[config.mk]
export PLATFORM = sky130hd
export DESIGN_NAME = mem_req_sequencer
export DESIGN_NICKNAME = d
export VERILOG_FILES = /design/src/rtl/mem_req_sequencer.sv
export SDC_FILE = /design/constraint.sdc
export NUM_CORES = 1
export LEC_CHECK = 0
export CORE_MARGIN = 2
export CORE_UTILIZATION = 38
export CTS_BUF_LIST = sky130_fd_sc_hd__clkbuf_8
export DETAILED_ROUTE_END_ITERATION = 10
export GPL_ROUTABILITY_DRIVEN = 1
export PLACE_DENSITY = 0.59
export RECOVER_POWER = 100
export SYNTH_ARGS = -nofsm -noshare
export SYNTH_HDL_FRONTEND = slang
export SYNTH_SLANG_ARGS = --single-unit
[constraint.sdc]
create_clock -name clk -period 1.8 [get_ports clk]
set_input_delay 0.36 -clock clk [delete_from_list [all_inputs] [get_ports clk]]
set_output_delay 0.36 -clock clk [all_outputs]
set_load 0.01 [all_outputs]
[src/rtl/mem_req_sequencer.sv]
// mem_req_sequencer
//   Request front-end for the 32x8 lab memory. Requests arrive on a
//   valid/ready port, queue in an in-order FIFO, and are issued one per
//   cycle as single-cycle read or write strobes on the memory pins. Read
//   data comes back on a registered response port three clocks after the
//   read was accepted (when the FIFO was empty).
//
// Ports
//   clk, rst                  clock; asynchronous active-high reset
//   req_valid/req_ready       request handshake (ready = FIFO not full)
//   req_write/addr/wdata      request payload (wdata ignored for reads)
//   rsp_valid/addr/rdata      one-cycle read response, no backpressure
//   mem_read/mem_write        memory strobes, never high together
//   mem_addr/mem_data_in      memory address / write data (data is 0 on reads)
//   mem_data_out              memory read data, updated on the edge after mem_read
//   level                     FIFO occupancy
module mem_req_sequencer #(
   parameter int ADDR_W = 5,
   parameter int DATA_W = 8,
   parameter int DEPTH  = 4
) (
   input  logic                       clk,
   input  logic                       rst,
   input  logic                       req_valid,
   output logic                       req_ready,
   input  logic                       req_write,
   input  logic [ADDR_W-1:0]          req_addr,
   input  logic [DATA_W-1:0]          req_wdata,
   output logic                       rsp_valid,
   output logic [ADDR_W-1:0]          rsp_addr,
   output logic [DATA_W-1:0]          rsp_rdata,
   output logic                       mem_read,
   output logic                       mem_write,
   output logic [ADDR_W-1:0]          mem_addr,
   output logic [DATA_W-1:0]          mem_data_in,
   input  logic [DATA_W-1:0]          mem_data_out,
   output logic [$clog2(DEPTH):0]     level
);

   localparam int PTR_W = $clog2(DEPTH);
   localparam int LVL_W = PTR_W + 1;
   localparam int ENT_W = 1 + ADDR_W + DATA_W;

   // FIFO storage: {write, addr, data}
   logic [ENT_W-1:0]  fifo_mem [DEPTH];
   logic [PTR_W-1:0]  wr_ptr_reg;
   logic [PTR_W-1:0]  rd_ptr_reg;
   logic [LVL_W-1:0]  level_reg;

   // read pipeline stage between the issue and the response capture
   logic              rd_pend_reg;
   logic [ADDR_W-1:0] rd_addr_reg;

   logic              push;
   logic              pop;
   logic              head_write;
   logic [ADDR_W-1:0] head_addr;
   logic [DATA_W-1:0] head_data;

   assign req_ready = (level_reg != LVL_W'(DEPTH));
   assign push      = req_valid && req_ready;
   // Pop decision uses the registered level only, so an entry pushed on
   // an edge can never be issued on that same edge.
   assign pop       = (level_reg != '0);
   assign level     = level_reg;

   assign {head_write, head_addr, head_data} = fifo_mem[rd_ptr_reg];

   always_ff @(posedge clk) begin
      if (push) begin
         fifo_mem[wr_ptr_reg] <= {req_write, req_addr, req_wdata};
      end
   end

   always_ff @(posedge clk or posedge rst) begin
      if (rst) begin
         wr_ptr_reg  <= '0;
         rd_ptr_reg  <= '0;
         level_reg   <= '0;
         mem_read    <= 1'b0;
         mem_write   <= 1'b0;
         mem_addr    <= '0;
         mem_data_in <= '0;
         rd_pend_reg <= 1'b0;
         rd_addr_reg <= '0;
         rsp_valid   <= 1'b0;
         rsp_addr    <= '0;
         rsp_rdata   <= '0;
      end else begin
         if (push) begin
            wr_ptr_reg <= wr_ptr_reg + PTR_W'(1);
         end

         if (pop) begin
            rd_ptr_reg  <= rd_ptr_reg + PTR_W'(1);
            mem_read    <= !head_write;
            mem_write   <= head_write;
            mem_addr    <= head_addr;
            mem_data_in <= head_write ? head_data : '0;
         end else begin
            // address/data hold their last values while idle
            mem_read  <= 1'b0;
            mem_write <= 1'b0;
         end

         case ({push, pop})
            2'b10:   level_reg <= level_reg + LVL_W'(1);
            2'b01:   level_reg <= level_reg - LVL_W'(1);
            default: level_reg <= level_reg;
         endcase

         // The memory presents data on the edge ending the issue cycle;
         // it is captured one edge later together with the issued address.
         rd_pend_reg <= mem_read;
         rd_addr_reg <= mem_addr;
         rsp_valid   <= rd_pend_reg;
         if (rd_pend_reg) begin
            rsp_addr  <= rd_addr_reg;
            rsp_rdata <= mem_data_out;
         end
      end
   end

endmodule

* Word level (Yosys, flattened, before mapping)
Memories as Yosys holds them, arrays and structs flattened. Index checks and enable logic that the tools add are counted.
Storage, ports and cells: register bits 42, bits in latches 0, RAM bits 56, ROM bits 0, input port bits 25, word-level logic and storage cells 30, memories 1
Operators by class: add/subtract/negate cells 4, $mul 0, div/mod/pow operators 0, magnitude comparators 0, equal/unequal tests 3, shift-type cells 0, muxes and demuxes 6, bitwise operators 0, reductions and logical operators 4
Memories:
- fifo_mem | depth 4, width 14, read ports 1, clocked after Yosys merged registers in 0, wr ports 1, line 45 | logic [ENT_W-1:0] fifo_mem [DEPTH];
Operators by type and width (count):
- 2-to-1 mux 8 bit | 1
- case mux 3 bit (2 select lines) | 1
- adder 2 x 1 -> 2 bit (second input constant) | 2
- 2-to-1 mux 1 bit | 4
- adder 3 x 1 -> 3 bit (second input constant) | 1
- != test 3 bit (second input constant) | 1
- nonzero test 3 bit | 1
- subtractor 3 x 1 -> 3 bit (second input constant) | 1
- equality test 2 x 1 -> 1 bit (second input constant) | 1
- equality test 2 bit (second input constant) | 1
- nonzero test 2 bit | 1
- logical AND 1 bit | 1
- zero test 1 bit | 1

* Logic depth before layout (Yosys ltp)
Gate-level depths: netlist of the first run.
depth in word-level cells 4, depth in mapped cells 7, depth with buffers taken out 5

* Worst setup path before layout of the first run
No wires, ideal clock.
path kind flip-flop to flip-flop, start point register level_reg[0] (netlist: level[0]), end point register level_reg[1] (netlist: level[1]), setup time 0.065 ns, arrival 1.877 ns, data required time 1.735 ns, slack -0.142 ns, cell stages (with the launch flop) 8, cells stage by stage dfrtp_1 > buf_2 > nor3_4 > buf_2 > nand2b_1 > fa_1 > a21oi_1 > o22a_1
Between the ends: word-level cells in the longest chain between the ends 4
RTL lines:
- from (decl) | line 48 | logic [LVL_W-1:0] level_reg;
- from (signal assigned) | line 107 | 2'b10: level_reg <= level_reg + LVL_W'(1);
- from (signal assigned) | line 108 | 2'b01: level_reg <= level_reg - LVL_W'(1);
- from (signal assigned) | line 109 | default: level_reg <= level_reg;
- != test 3 bit | line 60 | assign req_ready = (level_reg != LVL_W'(DEPTH));
- logical AND 1 bit | line 61 | assign push = req_valid && req_ready;
- equality test 2 x 1 -> 1 bit / equality test 2 bit (equally long branches) | line 106 | case ({push, pop})
- case mux 3 bit (2 select lines) / nonzero test 2 bit (equally long branches)
Several ways; a longest one is shown, not always the timed one. A chain may end at the register's enable or synchronous reset.

* Final worst setup path of the first run
Ends and elaborated chain as after synthesis.

==> results of run 1 <==
[worst max-delay path by stage]
stage / start / endpoint / cells after the start
after floorplan: level[1]$_DFFE_PP0P_ / level[1]$_DFFE_PP0P_ / 7
after global placement: req_valid / level[1]$_DFFE_PP0P_ / 6
after detailed placement: req_valid / level[1]$_DFFE_PP0P_ / 6
after CTS: level[1]$_DFFE_PP0P_ / level[1] / 2
after global routing: level[1]$_DFFE_PP0P_ / level[1]$_DFFE_PP0P_ / 6
final: level[0]$_DFFE_PP0P_ / level[1]$_DFFE_PP0P_ / 6
[layout by cell type (no fill, tap or decap), types with 2 or more instances in the layout]
| cell | instances |
|---|---|
| dfrtp_2 | 3 |
| clkbuf_8 | 10 |
| buf_4 | 22 |
| mux2i_2 | 2 |
| buf_12 | 3 |
| ha_1 | 4 |
| dlygate4sd2_1 | 2 |
| edfxtp_1 | 56 |
| dfrtp_1 | 39 |
| a221o_1 | 7 |
| o21ai_0 | 2 |
| and2_1 | 4 |
| inv_6 | 3 |
| mux2_2 | 19 |
| nor3_1 | 7 |
| clkdlybuf4s50_1 | 39 |
| a21oi_1 | 2 |
| nor2_1 | 4 |
| xnor2_1 | 3 |
| dlygate4sd3_1 | 15 |
| o31ai_1 | 2 |
| nor4_1 | 8 |
| mux2i_1 | 16 |
| mux4_1 | 4 |
| inv_1 | 5 |
[layer usage]
| layer | vias up | global-route usage | part of all wire |
|---|---|---|---|
| li1 | 986 | - | - |
| met1 | 1047 | 0.171 | 0.46 |
| met2 | 51 | 0.219 | 0.49 |
| met3 | 9 | 0.0388 | 0.042 |
| met4 | 0 | 0.0598 | 0.016 |
| met5 | - | 0 | 0 |
[synthesized netlist by cell type (all sizes together), types with 2 or more instances]
cell type	instances	area share
edfxtp	56	0.44
dfrtp	42	0.28
mux2	19	0.056
mux2i	18	0.050
buf	12	0.024
nor3	8	0.014
nor4	8	0.013
a221o	7	0.018
inv	6	0.0059
mux4	5	0.034
and2	4	0.0066
ha	4	0.013
nor2	4	0.0040
o21ai	3	0.0040
xnor2	3	0.0069
a21oi	2	0.0026
o31ai	2	0.0040
[power by group]
group          internal [mW]  switching, mW  leakage, nW
Sequential              3.12          0.381         1.01
Combinational           1.73           1.30        0.772
Clock                  0.556          0.756       0.0980
Total                   5.41           2.44         1.88
[what timing repair did]
item	4_1_cts	5_1_grt
pin swaps	0	1
buffers inserted	3	3
setup endpoints to repair	4	3
gates resized for setup	5	4
[final cells by class]
type                       count  share of cell area
tap                          133              0.0342
multi-input combinational     98               0.196
sequential                    98               0.562
inverter                       6             0.00463
clock buffer                  10              0.0283
clock inverter                 6             0.00951
timing repair buffer          83               0.165
[logic make-up after synthesis]
logic type | count (synthesis) | share of synthesized area
XOR/XNOR | 3 | 0.00693
flip-flops | 98 | 0.721
AND/OR/NAND/NOR | 29 | 0.0449
adder cells (fa/ha/maj) | 5 | 0.0185
AO/OA/AOI/OAI | 19 | 0.0393
buffers and inverters | 18 | 0.0300
multiplexers | 42 | 0.140
==> results.ini, run 1 <==
[run_status]
status=completed

[floorplanning]
dieArea_mm2=0.0108
die_h_um=104
placementRows=36
die_w_um=104
core_mm2=0.00973
initial_utilization=0.390
io_pins=58

[cells_and_area]
largest-register=fifo_mem
multi_input_area_um2=956
reg_top3=fifo_mem (56), mem_data_in (8), rsp_rdata (8)
nets=326
fillCellCount=869
seq_area_mm2=0.00274
drive_gt1_frac=0.233
final_area_mm2=0.00487
area_growth_pct=28.3
n_antenna_cell=0
postLayoutCoreUtil=0.500
largest_reg_flops=56
final-instance-count-excl-fill=434

[placed_design]
io_buffers=57
place_hpwl_um=4460
place_area_mm2=0.00464
pre_cts_ws_ns=-0.0960
placed_cells=412
place.gp.congestion=0.745

[detailed_routing]
first_iter_violations=55
drc=0
wl_um=6760
drtAntennaViolNets=0
drt_first_pass_iters=4
wl_per_cell_um=15.6
avgViaCountPerCell=4.82
num_vias=2093

[global_routing]
grt_pass1_vias=2187
antenna_found_initial=0
grt-ovfl-total=0
track_usage=0.136
grt_first_pass_wirelength_um=11200
grt_max_degree=43

[setup_path]
slowest_stage=dfrtp_2
max_stage_delay_ns=0.43
reg2reg_from=level[0]$_DFFE_PP0P_
cp.required_ns=2.10
end_kind=flip-flop
cp_num_buf_inv=1
cp_top_family=flip-flops
reg2regPathDepth=6
critical_path_class=flip-flop to flip-flop
worstPathMaxFanout=4
start_kind=flip-flop
r2r_slack_ns=0.04
crit_arrival_ns=2.07
critical_path.cell_chain=buf_4, nor3_4, nand2b_4, fa_1, a21oi_1, o22a_1
r2r_end=level[1]$_DFFE_PP0P_

[clock_tree]
holdBufCountCts=0
clock_sinks=98
clockBufferDepth=2
cts.htree.levels=3
cts_made_buffers=9
cts-root-buf=clkbuf_8
cts.reportedPaths.clkPinSlew_ns=0.09
insertion_delay_ns=0.36
tritoncts=built

[min_path]
hold_depth=0
hold_class=flip-flop to flip-flop
holdPathEnd=rd_pend_reg$_DFF_PP0_
hp-start=mem_read$_DFF_PP0_

[sta]
slew-limit-headroom=0.278
fin_crit_sh=0.980
worstMarginPinSlew_ns=1.08
final-setup-viol-count=0
clock.fmax_mhz=567
hold_viol_final=0
period_minus_slack_ns=1.76
setup-tns-final_ns=0
layout_setup_ws_ns=0.0359
clock_skew_ns=0.0106
maxSlewViolCount=0
finalHoldWorstSlack_ns=0.381

[job]
drv_cap=0

[logic_synthesis]
synth_cells=214
syn_area_per_cell_um2=17.7
synth_area_mm2=0.00379
synth_edf_count=56
ys_types=34
async_reset_ff_frac=0.429
ys.flop_type=edfxtp_1
synth.yosys.seq_area_share=0.721
synth_nets=244
ys_warn_count=0
synth-seq-cells=98

[pwr]
irDropWorstVdd_v=0.000720
power.leakage_nw=1.88
p_per_area_mw_per_mm2=1610
p_total_mw=7.85

Power figures use the tool's default switching activity.
==> run 2: changes to the inputs <==
Settings changed: CORE_UTILIZATION 38 to 41, PLACE_DENSITY 0.59 to 0.63, SLEW_MARGIN set to 10.
==> run 2 against run 1 <==
Effect of this change:
- critical path depth decreased by 5
- sequential share of layout area increased by 1.1 points
- utilization increased by 2.4 points
- clock skew increased by 0.0031 ns
- non-clock buffer count decreased by 2
- combinational power decreased by 6.6%
- die area decreased by 7.0%
- critical path type is now flip-flop to primary output
- largest cell class unchanged
==> results.ini, run 2 (synthesis results as in run 1) <==
[pwr]
pwr-share-comb=0.366  ; -0.021
power.switching_mw=2.42  ; -0.70%
p_per_area_mw_per_mm2=1620  ; +0.41%
clkPwrFrac=0.179  ; +0.012
p_int_mw=5.31  ; -1.8%
power.leakage_nw=1.87  ; -0.78%
irDropWorstVdd_v=0.000769  ; +6.7%
swShare=0.313  ; +0.00237
power_frac_seq=0.455  ; +0.009

[clock_tree]
insertion_delay_ns=0.36  ; about the same
clockBufferDepth=2  ; unchanged
cts.reportedPaths.clkPinSlew_ns=0.09  ; about the same
cts_made_buffers=9  ; unchanged
holdBufCountCts=0  ; unchanged
tritoncts=built
cts-root-buf=clkbuf_8
cts.htree.levels=3  ; unchanged
clock_sinks=98  ; unchanged

[cells_and_area]
largest_reg_flops=56  ; unchanged
fillCellCount=761  ; -12%
final_common_cell=edfxtp_1
reg_top3=fifo_mem (56), mem_data_in (8), rsp_rdata (8)
largest-register=fifo_mem
nets=324  ; -0.61%
n_antenna_cell=0  ; unchanged
drive_gt1_frac=0.207  ; -0.0252
postLayoutCoreUtil=0.524  ; +0.0242
final_cell_mix=edfxtp_1, dlygate4sd3_1, dfrtp_1
area_growth_pct=26.0

[sta]
fin_crit_sh=0.962  ; -0.0183
period_minus_slack_ns=1.73  ; -0.0329 ns
maxSlewViolCount=0  ; unchanged
hold_viol_final=0  ; unchanged
worstMarginPinSlew_ns=1.08  ; -0.00380 ns
clock_skew_ns=0.0137  ; +0.00309 ns
finalHoldWorstSlack_ns=0.385  ; +0.00339 ns
rsz0062_at_grt=false
clock.fmax_mhz=578  ; +1.9%
slew-limit-headroom=0.281  ; +0.00254
final-setup-viol-count=0  ; unchanged

[global_routing]
antenna_found_initial=0  ; unchanged
top_usage_layer=met2
grt_first_pass_wirelength_um=11400  ; +1.7%
grt-ovfl-total=0  ; unchanged
grt_max_degree=43  ; unchanged
track_usage=0.152  ; +0.0164
use_met1=0.198  ; +0.0275
use_met2=0.250  ; +0.0309
grt_util_met3=0.0432  ; +0.00433
grt_pass1_vias=2230  ; +2.0%

[setup_path]
cp_top_family=buffers and inverters
max_stage_delay_ns=0.56  ; +0.13 ns
r2r_slack_ns=0.12  ; +0.08 ns
end_kind=primary output
critical_path.cell_chain=clkdlybuf4s50_1
worstPathMaxFanout=7  ; +3
start_kind=flip-flop
slowest_stage=clkdlybuf4s50_1
cp.required_ns=1.44  ; -0.66 ns
critical_path_class=flip-flop to primary output
cp_num_buf_inv=1  ; unchanged
crit_arrival_ns=1.37  ; -0.70 ns

[detailed_routing]
first_iter_violations=99  ; +80%
drc=0  ; unchanged
num_vias=2110  ; +0.81%
avgViaCountPerCell=5.15  ; +6.7%
drtAntennaViolNets=0  ; unchanged
wl_per_cell_um=16.7  ; +7.2%
wl_um=6850  ; +1.3%
drt_first_pass_iters=5  ; +1

[job]
drv_cap=0  ; unchanged

[placed_design]
io_buffers=57  ; unchanged
place.gp.congestion=0.752  ; +0.94%
place_hpwl_um=4720  ; +5.8%

[floorplanning]
dieArea_mm2=0.0100  ; -7.0%
core_mm2=0.00911  ; -6.4%
initial_utilization=0.416  ; +0.0265
die_h_um=100  ; -3.6%
io_pins=58  ; unchanged
die_w_um=100  ; -3.6%
placementRows=35  ; -2.8%

[min_path]
hold_class=flip-flop to flip-flop

[run_status]
status=completed

-- run 2: path summary, 6_finish.rpt --
path,startpoint,end,depth (start not counted)
setup / recovery,level[2]$_DFFE_PP0P_,level[2],1
hold / removal,mem_read$_DFF_PP0_,rd_pend_reg$_DFF_PP0_,0
setup reg to reg,level[0]$_DFFE_PP0P_,mem_data_in[0]$_DFFE_PP0P_,6
hold reg to reg,mem_read$_DFF_PP0_,rd_pend_reg$_DFF_PP0_,0
max in group asynchronous,rst,level[1]$_DFFE_PP0P_,3
min in group asynchronous,rst,mem_data_in[2]$_DFFE_PP0P_,3
-- run 2: repair_timing --
item / 4_1_cts / 5_1_grt
pin swaps: 0 / 1
resized for setup: 4 / 2
setup buffers: 3 / 1
setup endpoints to repair: 4 / 2
-- run 2: metal layers --
metal	routed length, um	share of wire	up-vias
met5	0	0	-
met4	82	0.012	0
met3	360	0.053	8
met2	3360	0.49	59
met1	3050	0.44	1061
li1	-	-	982
-- run 2: power groups by stage --
stage / Clock (mW) / Combinational (mW) / Sequential (mW)
floorplan: 0 / 1.68 / 3.60
global placement: 0 / 2.91 / 3.61
detailed placement: 0 / 2.96 / 3.64
CTS: 1.44 / 3.05 / 3.56
global route: 1.53 / 3.11 / 3.63
finish: 1.38 / 2.83 / 3.52
-- run 2: layout make-up --
cell class              instances  area, um^2  share of cell area
clock buffers                   9         124              0.0259
clock inverters                 7        67.6              0.0141
inverters                       6        22.5             0.00472
multi-input cells              98         945               0.198
flip-flops and latches         98        2740               0.573
well taps                     111         139              0.0291
repair buffers                 81         742               0.155
-- run 2: metrics by stage --
stage	area (um^2)	power (mW)	setup slack [ns]	cells	TNS, ns
floorplan	3810	5.27	-0.0486	214	-0.0486
global placement	4610	6.52	-0.168	390	-6.35
detailed placement	4610	6.60	-0.208	390	-7.03
CTS	4830	8.04	0.0333	409	0
global route	4780	8.27	0.00442	410	0
finish	4780	7.74	0.0687	410	0
==> patch 1: new RTL, config.mk and constraints of run 2 <==
Reset style: synchronous (`rst`), changed in one clocked block. Comments in the files are not updated.
--- a/src/rtl/mem_req_sequencer.sv
+++ b/src/rtl/mem_req_sequencer.sv
@@ -72,7 +72,7 @@
       end
    end
 
-   always_ff @(posedge clk or posedge rst) begin
+   always_ff @(posedge clk) begin
       if (rst) begin
          wr_ptr_reg  <= '0;
          rd_ptr_reg  <= '0;
Check against the original RTL: differs if rst is asserted again (counterexample within 4 cycles, from zero or initial values and one cycle with rst high); with rst held inactive, the same outputs for 10 cycles.
==> patch 1 against run 2 <==
  * Sequential cell count increased by 2
  * First-iteration DRC count decreased by 15%
  * Total power decreased by 21%
  * Area after synthesis decreased by 3.0%
  * Clock skew decreased by 0.0036 ns
  * Maximum frequency increased by 0.87%
  * Design area decreased by 2.4%
  * Sequential power decreased by 17%
  * Setup slack improved by 0.015 ns
  * Wire length decreased by 4.4%
  * Critical endpoint is now level[1]
  * Largest cell class unchanged
  * Largest power group unchanged
==> patch 1: results (changes against run 2) <==
* Met2 wire len at 2980 um (-11%)
* All-Layer GR Usage at 14.1% (-1.1 points)
* Worst-Skew Late Latency at 0.34 ns (-0.02 ns)
* Leak at 0.00170 uW (-9.0%)
* DRT Pass-1 Iters at 4 (-1)
* Ys async rst share at 0% (-43 points)
* R2R depth at 5 (-1)
* M1 wire length at 3170 um (+4.2%)
* Share of cells above drive strength 1 at 15.2% (-5.5 points)
* Worst vdd ir at 0.558 mV (-27%)
* R2R Path Start: level[1]$_SDFFE_PP0P_
* Global Route met1 Usage at 20.4% (+0.55 points)
* Fillcell total at 727 (-4.5%)
* Max Clock Skew at 0.0101 ns (-0.00358 ns)
* Syn Area/Cell at 14.8 um2 (-16%)
* Post_cts resized at 5 (+1)
* Post-CTS Setup Inserts at 0 (-3)
* Post-Syn Nets at 278 (+14%)
* Post-DP HPWL at 4390 um (-7.1%)
* DR vias at 2120 (+0.47%)
* Min-Delay Startpoint: mem_data_in[7]$_SDFFE_PP0N_
* Sequential fraction of the synthesis area at 69.7% (-2.4 points)
* GR met2 Demand/Resource at 21.7% (-3.3 points)
* Synth Area in Compound Gates at 4.12% (+0.19 points)
* Met3 Usage GRT at 2.98% (-1.3 points)
* Status: finished, final reports clean
* Synth cell count leaders: 56 x edfxtp_1, 44 x dfxtp_1, 19 x nand2_1
* First-pass GRT wire length at 10700 um (-5.8%)
* Mux cell area share after synthesis at 12.2% (-1.7 points)
* Worst Tran Pin Value at 0.961 ns (-0.118 ns)
* Hold Crit Depth at 2 (+2)
* Fin nets at 347 (+7.1%)
-- patch 1: final cells by class --
| type | count | area, um2 | share of cell area [%] |
|---|---|---|---|
| Clock inverter | 7 | 115 | 2.47 |
| Inverter | 7 | 26.3 | 0.564 |
| Tap cell | 108 | 135 | 2.90 |
| Multi-Input combinational cell | 125 | 1010 | 21.8 |
| Sequential cell | 100 | 2570 | 55.2 |
| Clock buffer | 9 | 124 | 2.66 |
| Timing Repair Buffer | 74 | 673 | 14.4 |
-- patch 1: logic make-up (layout without fill, tap and decap cells) --
logic type | after synthesis | in the layout
flip-flops | 100 | 100
multiplexers | 27 | 27
buffers and inverters | 23 | 97
XOR/XNOR | 1 | 1
adder cells (fa/ha/maj) | 5 | 5
AND/OR/NAND/NOR | 65 | 65
AO/OA/AOI/OAI | 27 | 27
-- patch 1: worst max-delay path by stage --
stage,startpoint,to,slack [ns],depth (start not counted)
6_report,level[1]$_SDFFE_PP0P_,level[1],0.08,1
5_1_grt,level[1]$_SDFFE_PP0P_,level[1],0.02,1
4_1_cts,level[1]$_SDFFE_PP0P_,level[1],0.007,1
3_5_place_dp,req_valid,level[2]$_SDFFE_PP0P_,-0.19,6
3_3_place_gp,req_valid,level[2]$_SDFFE_PP0P_,-0.14,6
2_1_floorplan,level[1]$_SDFFE_PP0P_,level[1]$_SDFFE_PP0P_,-0.05,8
-- patch 1: power by group --
part	internal (uW)	switching [uW]
logic	774	758
clock network	919	740
registers	2730	188
-- patch 1: stage by stage --
step / area, um2 / hold slack, ns
floorplan: 3710 / 0.440
global placement: 4470 / 0.441
detailed placement: 4470 / 0.448
CTS: 4730 / 0.461
global route: 4660 / 0.477
finish: 4660 / 0.456
==> patch 2: new RTL, settings of run 2 <==
Without the edit above. Set the parameter `DEPTH` to 2 (it was 4).
--- a/src/rtl/mem_req_sequencer.sv
+++ b/src/rtl/mem_req_sequencer.sv
@@ -17,7 +17,7 @@
 module mem_req_sequencer #(
    parameter int ADDR_W = 5,
    parameter int DATA_W = 8,
-   parameter int DEPTH  = 4
+   parameter int DEPTH  = 2
 ) (
    input  logic                       clk,
    input  logic                       rst,
Ports: changed (resized level); port bits go from 58 to 57. The function was not compared with the original's and may differ.
==> patch 2 against run 2 <==
  * Via count down 37%
  * Design area down 33%
  * Critical path depth unchanged
  * Wire length down 41%
  * Total power down 41%
  * Area after synthesis down 38%
  * Die area down 37%
  * Setup slack better by 0.0045 ns
  * Sequential cell count down 31
  * Sequential share of layout area down 0.16 points
  * First-iteration DRC count down 32%
  * Critical path type unchanged
  * Largest cell class unchanged
==> patch 2: results (changes against run 2) <==
* Status: finished, final reports clean
* Top FF cell, synth: dfrtp_1
* Largest net degree at the start of global routing at 40 (-7.0%)
* Post-Syn Nets at 163 (-33%)
* Share of cells above drive strength 1 at 17.1% (-3.6 points)
* Number of global-route vias before repair at 1378 (-38%)
* Yosys cell types at 17 (-50%)
* Slack of the worst reg-to-reg path at 0.22 ns (+0.10 ns)
* Root buffer cell: clkbuf_8
* Sequential fraction of the synthesis area at 77.6% (+5.6 points)
* Crit-path leading delay family: buffers and inverters
* Worst-Skew Late Latency at 0.33 ns (-0.03 ns)
* Antenna Cells at 0 (unchanged)
* Vias/cell at 4.60 (-11%)
* HP Class: register to register
* Synth Area in Adders at 0% (-1.8 points)
* Fin nets at 236 (-27%)
* Iteration-0 DRC count of the detailed router at 67 (-32%)
* Drc violations at 0 (unchanged)
* First-pass GRT wire length at 6490 um (-43%)
* Post-DP HPWL at 2990 um (-37%)
* GP Congestion at 0.712 (-5.3%)
* Mux cell area share after synthesis at 12.5% (-1.5 points)
* H-Tree Depth at 3 (unchanged)
* CTS max path bufs at 2 (unchanged)
* Post-Place Setup Slack at 0.214 ns (+0.423 ns)
* Initial antenna violation count at 0 (unchanged)
* Total CTS buffers at 9 (unchanged)
* Synth cell count leaders: 39 x dfrtp_1, 28 x edfxtp_1, 14 x nand2_1
* Worst-path clk slew at 0.07 ns (-0.02 ns)
* Max Clock Skew at 0.00645 ns (-0.00721 ns)
* Rel. slew slack at 35.5% (+7.4 points)
* Final Cycle Share at 95.9% (-0.25 points)
* # port buffers at 56 (-1.8%)
* Syn. warnings at 0 (unchanged)
* Post-DR wirelength/cell at 14.1 um (-16%)
* DRT Pass-1 Iters at 6 (+1)
* All-Layer GR Usage at 14.3% (-0.96 points)
* Crit path largest cell delay at 0.61 ns (+0.05 ns)
* Worst Path Arrival at 1.37 ns (about the same)
* Synth Area in Compound Gates at 3.48% (-0.45 points)
* Post-synth EDFFs at 28 (-50%)
* Worst vdd ir at 0.624 mV (-19%)
* Synth area leaders: dfrtp_1 42%, edfxtp_1 36%, mux2_2 6.3%, mux2i_1 5.6%, o21ai_0 2.8%
* Ys async rst share at 58.2% (+15 points)
* Post-synthesis xor/xnor area fraction at 0.749% (+0.056 points)
* Largest registers: fifo_mem: 28 flops, mem_data_in: 8 flops, rsp_rdata: 8 flops
* Critical-path top delay cell: dlygate4sd3_1
* Worst-path fanout max at 4 (-3)
* Leak at 0.00133 uW (-29%)
patch 2: final timing paths:
check	from	endpoint	cells after the start
max in group asynchronous	rst	level[1]$_DFFE_PP0P_	3
min	mem_read$_DFF_PP0_	rd_pend_reg$_DFF_PP0_	0
max	level[1]$_DFFE_PP0P_	level[1]	1
min reg2reg	mem_read$_DFF_PP0_	rd_pend_reg$_DFF_PP0_	0
max reg2reg	level[0]$_DFFE_PP0P_	mem_addr[3]$_DFFE_PP0P_	3
min in group asynchronous	rst	rsp_rdata[4]$_DFFE_PP0P_	3
patch 2: metrics by stage:
step                      hold WS (ns)  cells  area, um2
after floorplan                  0.416    138       2340
after global placement           0.374    269       3010
after detailed placement         0.382    269       3010
after CTS                        0.391    288       3230
after global routing             0.389    288       3180
final                            0.382    288       3180
patch 2: layer usage:
layer | global-route usage [%] | vias to the layer above | routed length, um
met1 | 15.5 | 639 | 1680
li1 | - | 633 | -
met4 | 5.69 | 0 | 37
met2 | 25.0 | 48 | 2120
met3 | 5.43 | 4 | 229
met5 | 0 | - | 0
patch 2: area by class of cell:
type | instances | area, um2
fill | 471 | 2320
sequential | 67 | 1820
timing repair buffer | 67 | 621
multi-input combinational | 64 | 468
clock buffer | 10 | 138
tap | 72 | 90.1
clock inverter | 6 | 41.3
inverter | 2 | 7.51
patch 2: power by group:
group	internal (uW)	switching, uW	leakage (uW)
clock	533	531	0.0000843
combinational	703	549	0.000501
sequential	2060	210	0.000741
total	3300	1290	0.00133
patch 2: timing repair:
action,CTS,global route
endpoints found under the hold margin,0,0
setup endpoints to repair,1,1
resized for setup,3,1
buffers inserted,3,0
